==> src/rtl/cpu_pkg.sv <==
// Shared widths and MEM-stage state encoding for the 19-bit pipelined CPU.
package cpu_pkg;
    localparam int DATA_W  = 19;
    localparam int RD_W    = 3;
    localparam int TIMEOUT = 16;

    typedef enum logic {
        IDLE = 1'b0,
        WAIT = 1'b1
    } mem_state_t;
endpackage

==> src/rtl/mem_wb_reg.sv <==
// MEM/WB pipeline register: loads every cycle, sync reset, bubble_i loads all zeros.
module mem_wb_reg #(
    parameter int DW = 19,
    parameter int RW = 3
) (
    input  logic          clk,
    input  logic          rst,
    input  logic          bubble_i,
    input  logic          regwrite_i,
    input  logic          memtoreg_i,
    input  logic [DW-1:0] out_i,
    input  logic [DW-1:0] rdata_i,
    input  logic [RW-1:0] rd_i,
    output logic          regwrite_o,
    output logic          memtoreg_o,
    output logic [DW-1:0] out_o,
    output logic [DW-1:0] rdata_o,
    output logic [RW-1:0] rd_o
);
    logic          regwrite_q, regwrite_d;
    logic          memtoreg_q, memtoreg_d;
    logic [DW-1:0] out_q, out_d;
    logic [DW-1:0] rdata_q, rdata_d;
    logic [RW-1:0] rd_q, rd_d;

    always_comb begin
        regwrite_d = regwrite_i;
        memtoreg_d = memtoreg_i;
        out_d      = out_i;
        rdata_d    = rdata_i;
        rd_d       = rd_i;
        if (bubble_i) begin
            regwrite_d = 1'b0;
            memtoreg_d = 1'b0;
            out_d      = '0;
            rdata_d    = '0;
            rd_d       = '0;
        end
    end

    always_ff @(posedge clk) begin
        if (rst) begin
            regwrite_q <= 1'b0;
            memtoreg_q <= 1'b0;
            out_q      <= '0;
            rdata_q    <= '0;
            rd_q       <= '0;
        end else begin
            regwrite_q <= regwrite_d;
            memtoreg_q <= memtoreg_d;
            out_q      <= out_d;
            rdata_q    <= rdata_d;
            rd_q       <= rd_d;
        end
    end

    assign regwrite_o = regwrite_q;
    assign memtoreg_o = memtoreg_q;
    assign out_o      = out_q;
    assign rdata_o    = rdata_q;
    assign rd_o       = rd_q;
endmodule

==> src/rtl/mem_wb_stage.sv <==
// MEM stage: data-memory req/ack access with watchdog, upstream stall, and MEM/WB register.
// Latency 1 + wait cycles; stall holds EX/MEM until ack or timeout abort.
module mem_wb_stage #(
    parameter int DATA_W  = cpu_pkg::DATA_W,
    parameter int RD_W    = cpu_pkg::RD_W,
    parameter int TIMEOUT = cpu_pkg::TIMEOUT
) (
    input  logic              clk,
    input  logic              rst,
    input  logic              MEM_regwrite,
    input  logic              MEM_memtoreg,
    input  logic              MEM_memread,
    input  logic              MEM_memwrite,
    input  logic [DATA_W-1:0] MEM_out,
    input  logic [DATA_W-1:0] MEM_wdata,
    input  logic [RD_W-1:0]   MEM_rd,
    output logic              mem_stall,
    output logic              mem_err,
    output logic              dmem_req,
    output logic              dmem_we,
    output logic [DATA_W-1:0] dmem_addr,
    output logic [DATA_W-1:0] dmem_wdata,
    input  logic              dmem_ack,
    input  logic [DATA_W-1:0] dmem_rdata,
    output logic              WB_regwrite,
    output logic              WB_memtoreg,
    output logic [DATA_W-1:0] WB_out,
    output logic [DATA_W-1:0] WB_rdata,
    output logic [RD_W-1:0]   WB_rd
);
    import cpu_pkg::*;

    localparam int CNT_W = $clog2(TIMEOUT);

    mem_state_t        state_q, state_d;
    logic [CNT_W-1:0]  cnt_q, cnt_d;
    logic              err_q, err_d;
    logic              access, timeout_hit, complete, rw_both, bubble;
    logic              wb_memtoreg_in;
    logic [DATA_W-1:0] wb_rdata_in;

    assign access      = MEM_memread | MEM_memwrite;
    assign rw_both     = MEM_memread & MEM_memwrite;
    assign timeout_hit = (state_q == WAIT) && (cnt_q == CNT_W'(TIMEOUT - 1));

    assign dmem_req   = ~rst & access;
    assign dmem_we    = ~rst & MEM_memwrite;
    assign dmem_addr  = rst ? '0 : MEM_out;
    assign dmem_wdata = rst ? '0 : MEM_wdata;
    assign complete   = dmem_req & dmem_ack;
    assign mem_stall  = dmem_req & ~dmem_ack & ~timeout_hit;
    assign mem_err    = err_q;

    // Anything that touched memory without completing (stalled or aborted) retires as a bubble.
    assign bubble         = access & ~complete;
    assign wb_rdata_in    = (MEM_memread & ~MEM_memwrite & complete) ? dmem_rdata : '0;
    assign wb_memtoreg_in = MEM_memtoreg & ~rw_both;

    always_comb begin
        state_d = state_q;
        cnt_d   = cnt_q;
        err_d   = err_q;
        case (state_q)
            IDLE: begin
                if (access && !dmem_ack) begin
                    state_d = WAIT;
                    cnt_d   = '0;
                end
            end
            WAIT: begin
                if (!access || dmem_ack) begin
                    state_d = IDLE;
                    cnt_d   = '0;
                end else if (timeout_hit) begin
                    state_d = IDLE;
                    cnt_d   = '0;
                    err_d   = 1'b1;
                end else begin
                    cnt_d = cnt_q + CNT_W'(1);
                end
            end
            default: begin
                state_d = IDLE;
                cnt_d   = '0;
            end
        endcase
    end

    always_ff @(posedge clk) begin
        if (rst) begin
            state_q <= IDLE;
            cnt_q   <= '0;
            err_q   <= 1'b0;
        end else begin
            state_q <= state_d;
            cnt_q   <= cnt_d;
            err_q   <= err_d;
        end
    end

    mem_wb_reg #(.DW(DATA_W), .RW(RD_W)) u_mem_wb_reg (
        .clk        (clk),
        .rst        (rst),
        .bubble_i   (bubble),
        .regwrite_i (MEM_regwrite),
        .memtoreg_i (wb_memtoreg_in),
        .out_i      (MEM_out),
        .rdata_i    (wb_rdata_in),
        .rd_i       (MEM_rd),
        .regwrite_o (WB_regwrite),
        .memtoreg_o (WB_memtoreg),
        .out_o      (WB_out),
        .rdata_o    (WB_rdata),
        .rd_o       (WB_rd)
    );
endmodule

==> config.mk <==
export PLATFORM = sky130hd
export DESIGN_NAME = mem_wb_stage
export DESIGN_NICKNAME = d
export VERILOG_FILES = /design/src/rtl/cpu_pkg.sv /design/src/rtl/mem_wb_reg.sv /design/src/rtl/mem_wb_stage.sv
export SDC_FILE = /design/constraint.sdc
export NUM_CORES = 1
export LEC_CHECK = 0
export CAP_MARGIN = 40
export CORE_UTILIZATION = 30
export CTS_CLUSTER_DIAMETER = 200
export DETAILED_ROUTE_END_ITERATION = 8
export PLACE_DENSITY = 0.77
export SYNTH_ARGS = -nofsm -noshare
export SYNTH_HDL_FRONTEND = slang
export SYNTH_SLANG_ARGS = --single-unit
==> constraint.sdc <==
create_clock -name clk -period 2.1 [get_ports clk]
set_input_delay 0.315 -clock clk [delete_from_list [all_inputs] [get_ports clk]]
set_output_delay 0.315 -clock clk [all_outputs]
set_load 0.01 [all_outputs]
==> results of run 1 <==
==> state kept, by name, indices dropped and copies added (netlist names) <==
signal / cells
u_mem_wb_reg.rd_o: 3
cnt_q: 4
u_mem_wb_reg.regwrite_o: 1
u_mem_wb_reg.out_o: 19
u_mem_wb_reg.memtoreg_o: 1
mem_err: 1
state_q: 1
u_mem_wb_reg.rdata_o: 19
==> cell type report <==
class	count	area (sq um)	area share [%]
clock buffers	5	68.82	1.998
multi-input cells	111	715.7	20.78
inverters	2	7.507	0.2179
clock inverters	3	26.28	0.7628
flip-flops and latches	49	980.9	28.48
repair buffers	156	1555	45.15
well taps	72	90.09	2.615
==> worst max-delay path, cell delays in order <==
cell             delay [ns]
clkdlybuf4s50_1        0.51
buf_4                  0.14
nor2_1                 0.04
nor2_1                 0.10
clkdlybuf4s50_1        0.55
==> routing by layer <==
metal	up-vias	wire [um]	global-route usage, %	share of wire [%]
met4	0	68	6.111	1.4
li1	839	-	-	-
met1	722	1856	16.69	39
met5	-	0	0	0
met3	8	458	5.698	9.7
met2	112	2356	27.98	50
==> report_power, final <==
group | leakage (nW) | total, W | switching [W] | internal [W]
combinational | 0.867 | 0.000398 | 0.000133 | 0.000266
clock | 0.0423 | 0.000565 | 0.000322 | 0.000242
sequential | 0.400 | 0.000968 | 0.00000873 | 0.000959
total | 1.31 | 0.00193 | 0.000464 | 0.00147
==> cells by family after synthesis <==
logic type / after synthesis / synth area share (%)
buf+inv: 10 / 2.306
fa+ha+maj: 2 / 1.297
compound gates: 8 / 3.314
flops: 49 / 56.48
simple gates: 100 / 36.10
xor+xnor: 1 / 0.5044
==> per-stage QoR <==
step | total power, W | util, % | instances
2_1_floorplan | 0.001109 | - | 170
3_3_place_gp | 0.001388 | 60.48 | 390
3_5_place_dp | 0.001393 | 60.48 | 390
4_1_cts | 0.001955 | 62.17 | 398
5_1_grt | 0.002021 | 62.17 | 398
6_report | 0.001931 | 62.17 | 398
==> cell usage after synthesis (2+ instances only) <==
cell type / number
dfxtp_1: 49
and2_1: 42
nor2b_1: 39
clkbuf_1: 6
nor2_1: 5
a21oi_1: 3
nor3_1: 3
buf_2: 2
inv_1: 2
nand2_1: 2
nand3_1: 2
==> final timing paths <==
| kind | to | slack [ns] | depth (start not counted) | from |
|---|---|---|---|---|
| worst max-delay path | dmem_req | 0.13 | 5 | MEM_memread |
| worst min-delay path | cnt_q[0] | 0.43 | 3 | rst |
| worst max register to register | cnt_q[0] | 0.54 | 5 | cnt_q[0] |
| worst min register to register | mem_err | 0.48 | 2 | mem_err |
==> placed cells by master, fill, tap and decap left out, types with 2 or more instances in the layout <==
cell type        count
clkdlybuf4s50_1    149
dfxtp_1             49
and2_1              42
nor2b_1             39
nor2_1               5
clkbuf_8             5
buf_4                4
nor3_1               3
a21oi_1              3
inv_1                2
nand3_1              2
nand2_1              2
clkinvlp_4           2
==> impl_metrics.tcl, run 1 <==
set metrics [dict create \
    vdd_drop_max_uv 306.4 \
    cts_resized 1 \
    synthArstFlopShare_pct 0 \
    syn_to_final_growth_pct 98.34 \
    dr_total_vias 1681 \
    cts-root-buf "clkbuf_8" \
    drive_above_1_share_pct 5.521 \
    core_sq_um 5540 \
    dr.pass1.iters 4 \
    worst_pin_slew_ns 0.2386 \
    hold-worst-slack_ns 0.4321 \
    place_ws_ns 0.06824 \
    nFillCells 476 \
    drc 0 \
    rsz0062_at_grt "false" \
    grt_pass1_wl_um 7341 \
    crit_path_end_kind "output port" \
    num_rows 27 \
    cts_sinks 49 \
    portBuffers 151 \
    grt_usage_pct 15.67 \
    fin_worst_skew_ns 0.004460 \
    hold_viol 0 \
    seq_area_frac_synth_pct 56.48 \
    place_area_sq_um 3351 \
    synthFlopType "dfxtp_1" \
    synth.area.top_cells "dfxtp_1 56%, and2_1 15%, nor2b_1 14%" \
    nNetsFinal 393 \
    drt-total-wl_um 4739 \
    ys_warn_count 0 \
    post-route-period-util_pct 94.03 \
    syn_inst 170 \
    tns_ns 0 \
    setup_violations 0 \
    fin_ws_ns 0.1253 \
    overflow 0 \
    start_kind "primary input" \
    critPathMaxFanout 4 \
    cts_tree "yes" \
    syn_area_sq_um 1737 \
    dp_hpwl_um 3735 \
    clkLatencyLatePin_ns 0.30 \
    slew_headroom_pct 84.04 \
    p_leak_nw 1.310 \
    die_area_sq_um 6097 \
    synth_cell_types 26 \
    final_antenna_net_count 0 \
    cts_setup_buffers 0 \
    yosysTopAreaCellShare_pct 56.48 \
    ctsHoldBuffers 0 \
    min_path_type "primary input to flip-flop" \
    antenna_found_initial 0 \
    via_per_inst 4.224 \
    cts.path.max_buffers 2 \
    cap_viol_max_count 0 \
    drt_iter0_drc 19 \
    post-route-cell-area_sq_um 3445 \
    detail_route.wl_per_cell_um 11.91 \
    h-tree-depth 2 \
    arrival_ns 1.66 \
    diodes 0 \
    grt_pass1_vias 1610 \
    grt_max_degree 52 \
    avgSynthCellArea_sq_um 10.22 \
    yosysTopAreaCell "dfxtp_1" \
    gp_congestion 0.7625 \
    slew_viol_final 0 \
    die_w_um 78.09 \
    start_util_pct 31.35 \
    cts_buffers 5 \
    status "completed" \
    power_density_nw_per_um2 560.5 \
    die_y_um 78.09 \
    pin_count 152 \
    max_freq_mhz 506.4 \
    crit_type "primary input to output port" \
    crit_required_ns 1.78 \
    synth_edf_count 0 \
    syn_nets 238 \
    synth-seq-cells 49 \
    period_needed_ns 1.975 \
    clkSlewWorstSetupHoldPaths_ns 0.09 \
]
Note: power is estimated with default switching activity, not from simulation.
==> run 2, diff against run 1 <==
==> constraint.sdc (replaced) <==
create_clock -name clk -period 2.11 [get_ports clk]
set_input_delay 0.3165 -clock clk [delete_from_list [all_inputs] [get_ports clk]]
set_output_delay 0.3165 -clock clk [all_outputs]
set_load 0.01 [all_outputs]
==> impl_metrics.tcl, run 2 (synthesized netlist as in run 1, its figures left out) <==
set metrics [dict create \
    overflow 0 \
    clkLatencyLatePin_ns 0.29 \
    core_sq_um 5540 \
    comb_power_share_pct 20.8 \
    cts_tree "yes" \
    vdd_drop_max_uv 269.2 \
    pwr-share-seq_pct 50.4 \
    fin_worst_skew_ns 0.0004883 \
    critPathMaxFanout 4 \
    nFillCells 461 \
    dr.pass1.iters 4 \
    power_density_nw_per_um2 554.4 \
    antenna_found_initial 0 \
    drive_above_1_share_pct 5.521 \
    arrival_ns 1.63 \
    slew_viol_final 0 \
    pin_count 152 \
    reg2reg_depth 5 \
    crit_chain "clkdlybuf4s50_1, buf_4, nor2_1, nor2_1, clkdlybuf4s50_1" \
    post-route-period-util_pct 92.26 \
    fin_ws_ns 0.1632 \
    gp_congestion 0.7621 \
    h-tree-depth 2 \
    utilization_pct 62.17 \
    portBuffers 151 \
    drt-total-wl_um 4712 \
    start_kind "primary input" \
    cp-startpoint "MEM_memread" \
    worst_pin_slew_ns 0.2481 \
    place_ws_ns 0.06642 \
    r2r-end "cnt_q[0]" \
    status "completed" \
    crit_type "primary input to output port" \
    power_frac_clock_pct 28.8 \
    final_cell_mix "149 x clkdlybuf4s50_1, 49 x dfxtp_1, 42 x and2_1" \
    detail_route.wl_per_cell_um 11.84 \
    final_common_cell "clkdlybuf4s50_1" \
    die_y_um 78.09 \
    cp_slowest_cell "clkdlybuf4s50_1" \
    r2r_slack_ns 0.55 \
    slew_headroom_pct 83.40 \
    clkSlewWorstSetupHoldPaths_ns 0.09 \
    die_w_um 78.09 \
    grt_usage_pct 15.58 \
    syn_to_final_growth_pct 98.34 \
    via_per_inst 4.219 \
    period_needed_ns 1.947 \
    dp_hpwl_um 3790 \
    cap_viol_max_count 0 \
    endpoint "dmem_req" \
    start_util_pct 31.35 \
    max_freq_mhz 513.7 \
    crit_buf_inv 3 \
    drt_iter0_drc 24 \
    power.switching_w 0.0004499 \
    grt_max_degree 52 \
    min_path_type "primary input to flip-flop" \
    nNetsFinal 393 \
    cts_buffers 5 \
    drc 0 \
    cts.path.max_buffers 2 \
    hold_viol 0 \
    grt_pass1_wl_um 7245 \
    cts_sinks 49 \
    slowest_delay_ns 0.55 \
    setup_violations 0 \
    crit_required_ns 1.79 \
    p_leak_nw 1.310 \
    p_total_w 0.001910 \
    cp_top_family "buffers and inverters" \
    crit_path_end_kind "output port" \
    rsz0062_at_grt "false" \
    grt_pass1_vias 1590 \
    path_depth 5 \
    cts-root-buf "clkbuf_8" \
    diodes 0 \
    ctsHoldBuffers 0 \
    tns_ns 0 \
    reg2reg_from "cnt_q[0]" \
    switching_share_pct 23.56 \
    intPower_w 0.001460 \
    final_antenna_net_count 0 \
    dr_total_vias 1679 \
    die_area_sq_um 6097 \
    num_rows 27 \
]
run 2: cell counts in the layout (fill, tap and decap cells not counted):
Identical to the previous run, type by type.
run 2: worst min-delay path by stage:
stage	startpoint	endpoint	slack [ns]	cells after the start
finish	rst	cnt_q[0]	0.44	3
global route	rst	cnt_q[0]	0.45	3
global placement	mem_err	mem_err	0.45	2
detailed placement	mem_err	mem_err	0.46	2
floorplan	MEM_rd[0]	u_mem_wb_reg.rd_o[0]	0.44	1
CTS	rst	cnt_q[0]	0.43	3
run 2: tightest hold or removal path, cell delays in order:
cell	delay (ns)
buf_2	0.10
buf_12	0.23
a21oi_2	0.04
run 2: final cells by class:
| class | count | area [sq um] | area share (%) |
|---|---|---|---|
| clock buffer | 5 | 68.82 | 1.998 |
| clock inverter | 3 | 26.28 | 0.7628 |
| inverter | 2 | 7.507 | 0.2179 |
| multi-input combinational | 111 | 715.7 | 20.78 |
| sequential | 49 | 980.9 | 28.48 |
| tap | 72 | 90.09 | 2.615 |
| timing repair buffer | 156 | 1555 | 45.15 |
run 2: metal layers:
metal  vias up  wire length, um  track usage, %
met4         0               89           6.852
met3         6              381           4.535
met5         -                0               0
met2       106             2357           27.19
met1       731             1883           17.54
li1        836                -               -
run 2: per-stage QoR:
step	cell area (sq um)	hold WS [ns]	cells
after floorplan	1737	0.4382	170
after global placement	3351	0.4509	390
after detailed placement	3351	0.4587	390
after CTS	3445	0.4306	398
after global routing	3445	0.4538	398
final	3445	0.4415	398
run 2: power by group through the flow:
stage	Sequential, W	Clock [W]	Combinational, W
CTS	0.000964	0.000575	0.000401
global route	0.000967	0.000615	0.000425
detailed placement	0.000986	0	0.000400
global placement	0.000984	0	0.000397
floorplan	0.00100	0	0.000104
finish	0.000963	0.000550	0.000396
run 2: repair_timing:
action	4_1_cts	5_1_grt
endpoints found under the setup margin	1	0
gates resized for setup	1	0
setup buffers	0	0
==> run 3, diff against run 2 <==
--- a/config.mk
+++ b/config.mk
@@ -5,7 +5,7 @@
 export SDC_FILE = /design/constraint.sdc
 export NUM_CORES = 1
 export LEC_CHECK = 0
-export CAP_MARGIN = 40
+export CAP_MARGIN = 20
 export CORE_UTILIZATION = 30
 export CTS_CLUSTER_DIAMETER = 200
 export DETAILED_ROUTE_END_ITERATION = 8
==> results of run 3 <==
No change in the layout: final DEF, timing and power equal those of run 2.
==> RTL change: new RTL, flow settings as in run 2 <==
Reset style: asynchronous (`rst`), changed in 2 clocked blocks. Comments in the files are not updated.
--- a/src/rtl/mem_wb_reg.sv
+++ b/src/rtl/mem_wb_reg.sv
@@ -38,7 +38,7 @@
         end
     end
 
-    always_ff @(posedge clk) begin
+    always_ff @(posedge clk or posedge rst) begin
         if (rst) begin
             regwrite_q <= 1'b0;
             memtoreg_q <= 1'b0;
--- a/src/rtl/mem_wb_stage.sv
+++ b/src/rtl/mem_wb_stage.sv
@@ -86,7 +86,7 @@
         endcase
     end
 
-    always_ff @(posedge clk) begin
+    always_ff @(posedge clk or posedge rst) begin
         if (rst) begin
             state_q <= IDLE;
             cnt_q   <= '0;
Formal check against the unedited RTL: differs if rst is asserted again (counterexample within 4 cycles, from zero or initial values and one cycle with rst high); with rst held inactive, the same outputs for 10 cycles.
==> RTL change against run 2 <==
The run now ends with DRC left; total power is 5.5% higher; combinational power rose by 15%; sequential cell count did not move; sequential share of layout area up 4.0 points; utilization shrank 3.3 points; setup slack lost 0.11 ns; routed wire length is 16% higher; non-clock buffer count is 8 higher; final area grew 9.8%; final cell count increased by 3.3%; critical endpoint is now dmem_addr[3]; largest cell class unchanged; area after synthesis grew 17%.
==> RTL change: results (changes against run 2) <==
{| class="wikitable"
! Metric !! Value
|-
| Routability Congestion || 0.7295 (was 0.7621)
|-
| Routed wire length || 5485 um (was 4712 um)
|-
| Leakage power summed over all cells || 0.001674 uW (was 0.001310 uW)
|-
| Worst Max-Slew Pin Slew || 0.5992 ns (was 0.2481 ns)
|-
| Top post-synthesis cells by count || 62 x nor2b_1, 49 x dfrtp_1, 19 x and2_1 (was 49 x dfxtp_1, 42 x and2_1, 39 x nor2b_1)
|-
| Number of nets in the layout || 401 (was 393)
|-
| Critical path arrival || 1.74 ns (was 1.63 ns)
|-
| # DRC || 16 (was 0)
|-
| CP Max Fanout || 41 (was 4)
|-
| Most used flip-flop cell after synthesis || dfrtp_1 (was dfxtp_1)
|-
| Avg Inst Size Synth || 11.86 um2 (was 10.22 um2)
|-
| Run status || finished, violations left (was finished, final reports clean)
|-
| FFs w/ async S/R, synth || 100.0% (was 0%)
|-
| Switching fraction of total power || 25.35% (was 23.56%)
|-
| Path type of the worst min-delay path || flop to flop (was input port to flop)
|-
| Estimated wirelength of the detail-placed design || 4225 um (was 3790 um)
|-
| Initial drt markers || 57 (was 24)
|-
| Vias in the first global route || 1900 (was 1590)
|-
| Global-route usage over all layers || 16.35% (was 15.58%)
|-
| Worst vdd ir || 0.2943 mV (was 0.2692 mV)
|-
| Seq/Total Area, Yosys || 60.46% (was 56.48%)
|-
| Nets in the synthesized netlist || 239 (was 238)
|-
| Global-route wire length before repair || 9004 um (was 7245 um)
|-
| Failing checks || DRC
|-
| Maximum clock skew at final layout || 0.0006625 ns (was 0.0004883 ns)
|}
-- RTL change: area by class of cell --
cell class / instances / area (um2)
clock buffers: 5 / 68.82
clock inverters: 3 / 25.02
fillers: 557 / 2641
inverters: 5 / 22.52
multi-input cells: 108 / 709.4
flip-flops and latches: 49 / 1226
well taps: 77 / 96.34
repair buffers: 164 / 1633
-- RTL change: critical path, stage by stage --
cell             delay (ns)
clkdlybuf4s50_1        0.50
buf_12                 0.22
nor2b_1                0.14
clkdlybuf4s50_1        0.55
-- RTL change: final timing paths --
path,from,to,slack [ns],cells after the start
max reg2reg,cnt_q[0],cnt_q[2],0.94,4
min reg2reg,mem_err,mem_err,0.48,2
max,rst,dmem_addr[3],0.06,4
max in group asynchronous,rst,u_mem_wb_reg.rd_o[0],0.93,4
min,mem_err,mem_err,0.48,2
min in group asynchronous,rst,mem_err,0.77,4
-- RTL change: timing repair --
item / in CTS / in global routing
setup buffers: 2 / 0
gates cloned: 0 / 0
pin swaps: 0 / 0
endpoints found under the setup margin: 1 / 5
resized for setup: 1 / 5
-- RTL change: kinds of logic (layout without fill, tap and decap cells) --
family	Yosys count	after routing	synth area share, %
and+or+nand+nor	97	97	30.17
DFF	49	49	60.46
buffers and inverters	14	177	4.565
AOI/OAI and AO/OA	10	10	4.195
adders and majority gates	1	1	0.6168
-- RTL change: metrics by stage --
stage          setup WS, ns  util, %
5_1_grt           -0.002934    58.87
2_1_floorplan        0.3113        -
6_report            0.05620    58.87
3_3_place_gp        0.03892    57.00
3_5_place_dp        0.02875    57.00
4_1_cts             0.01568    58.68
-- RTL change: routing by layer --
metal  track usage (%)  routed length [um]  up-vias
met2             29.51                2868       94
li1                  -                   -      857
met5                 0                   0        -
met3             7.670                 636        5
met4             4.232                  57        0
met1             17.13                1922      828
-- RTL change: power groups by stage --
stage,logic (uW),registers [uW],clock network (uW)
floorplan,137,1020,0
global placement,452,1010,0
detailed placement,456,1010,0
CTS,463,990,588
global route,492,993,644
finish,454,989,572
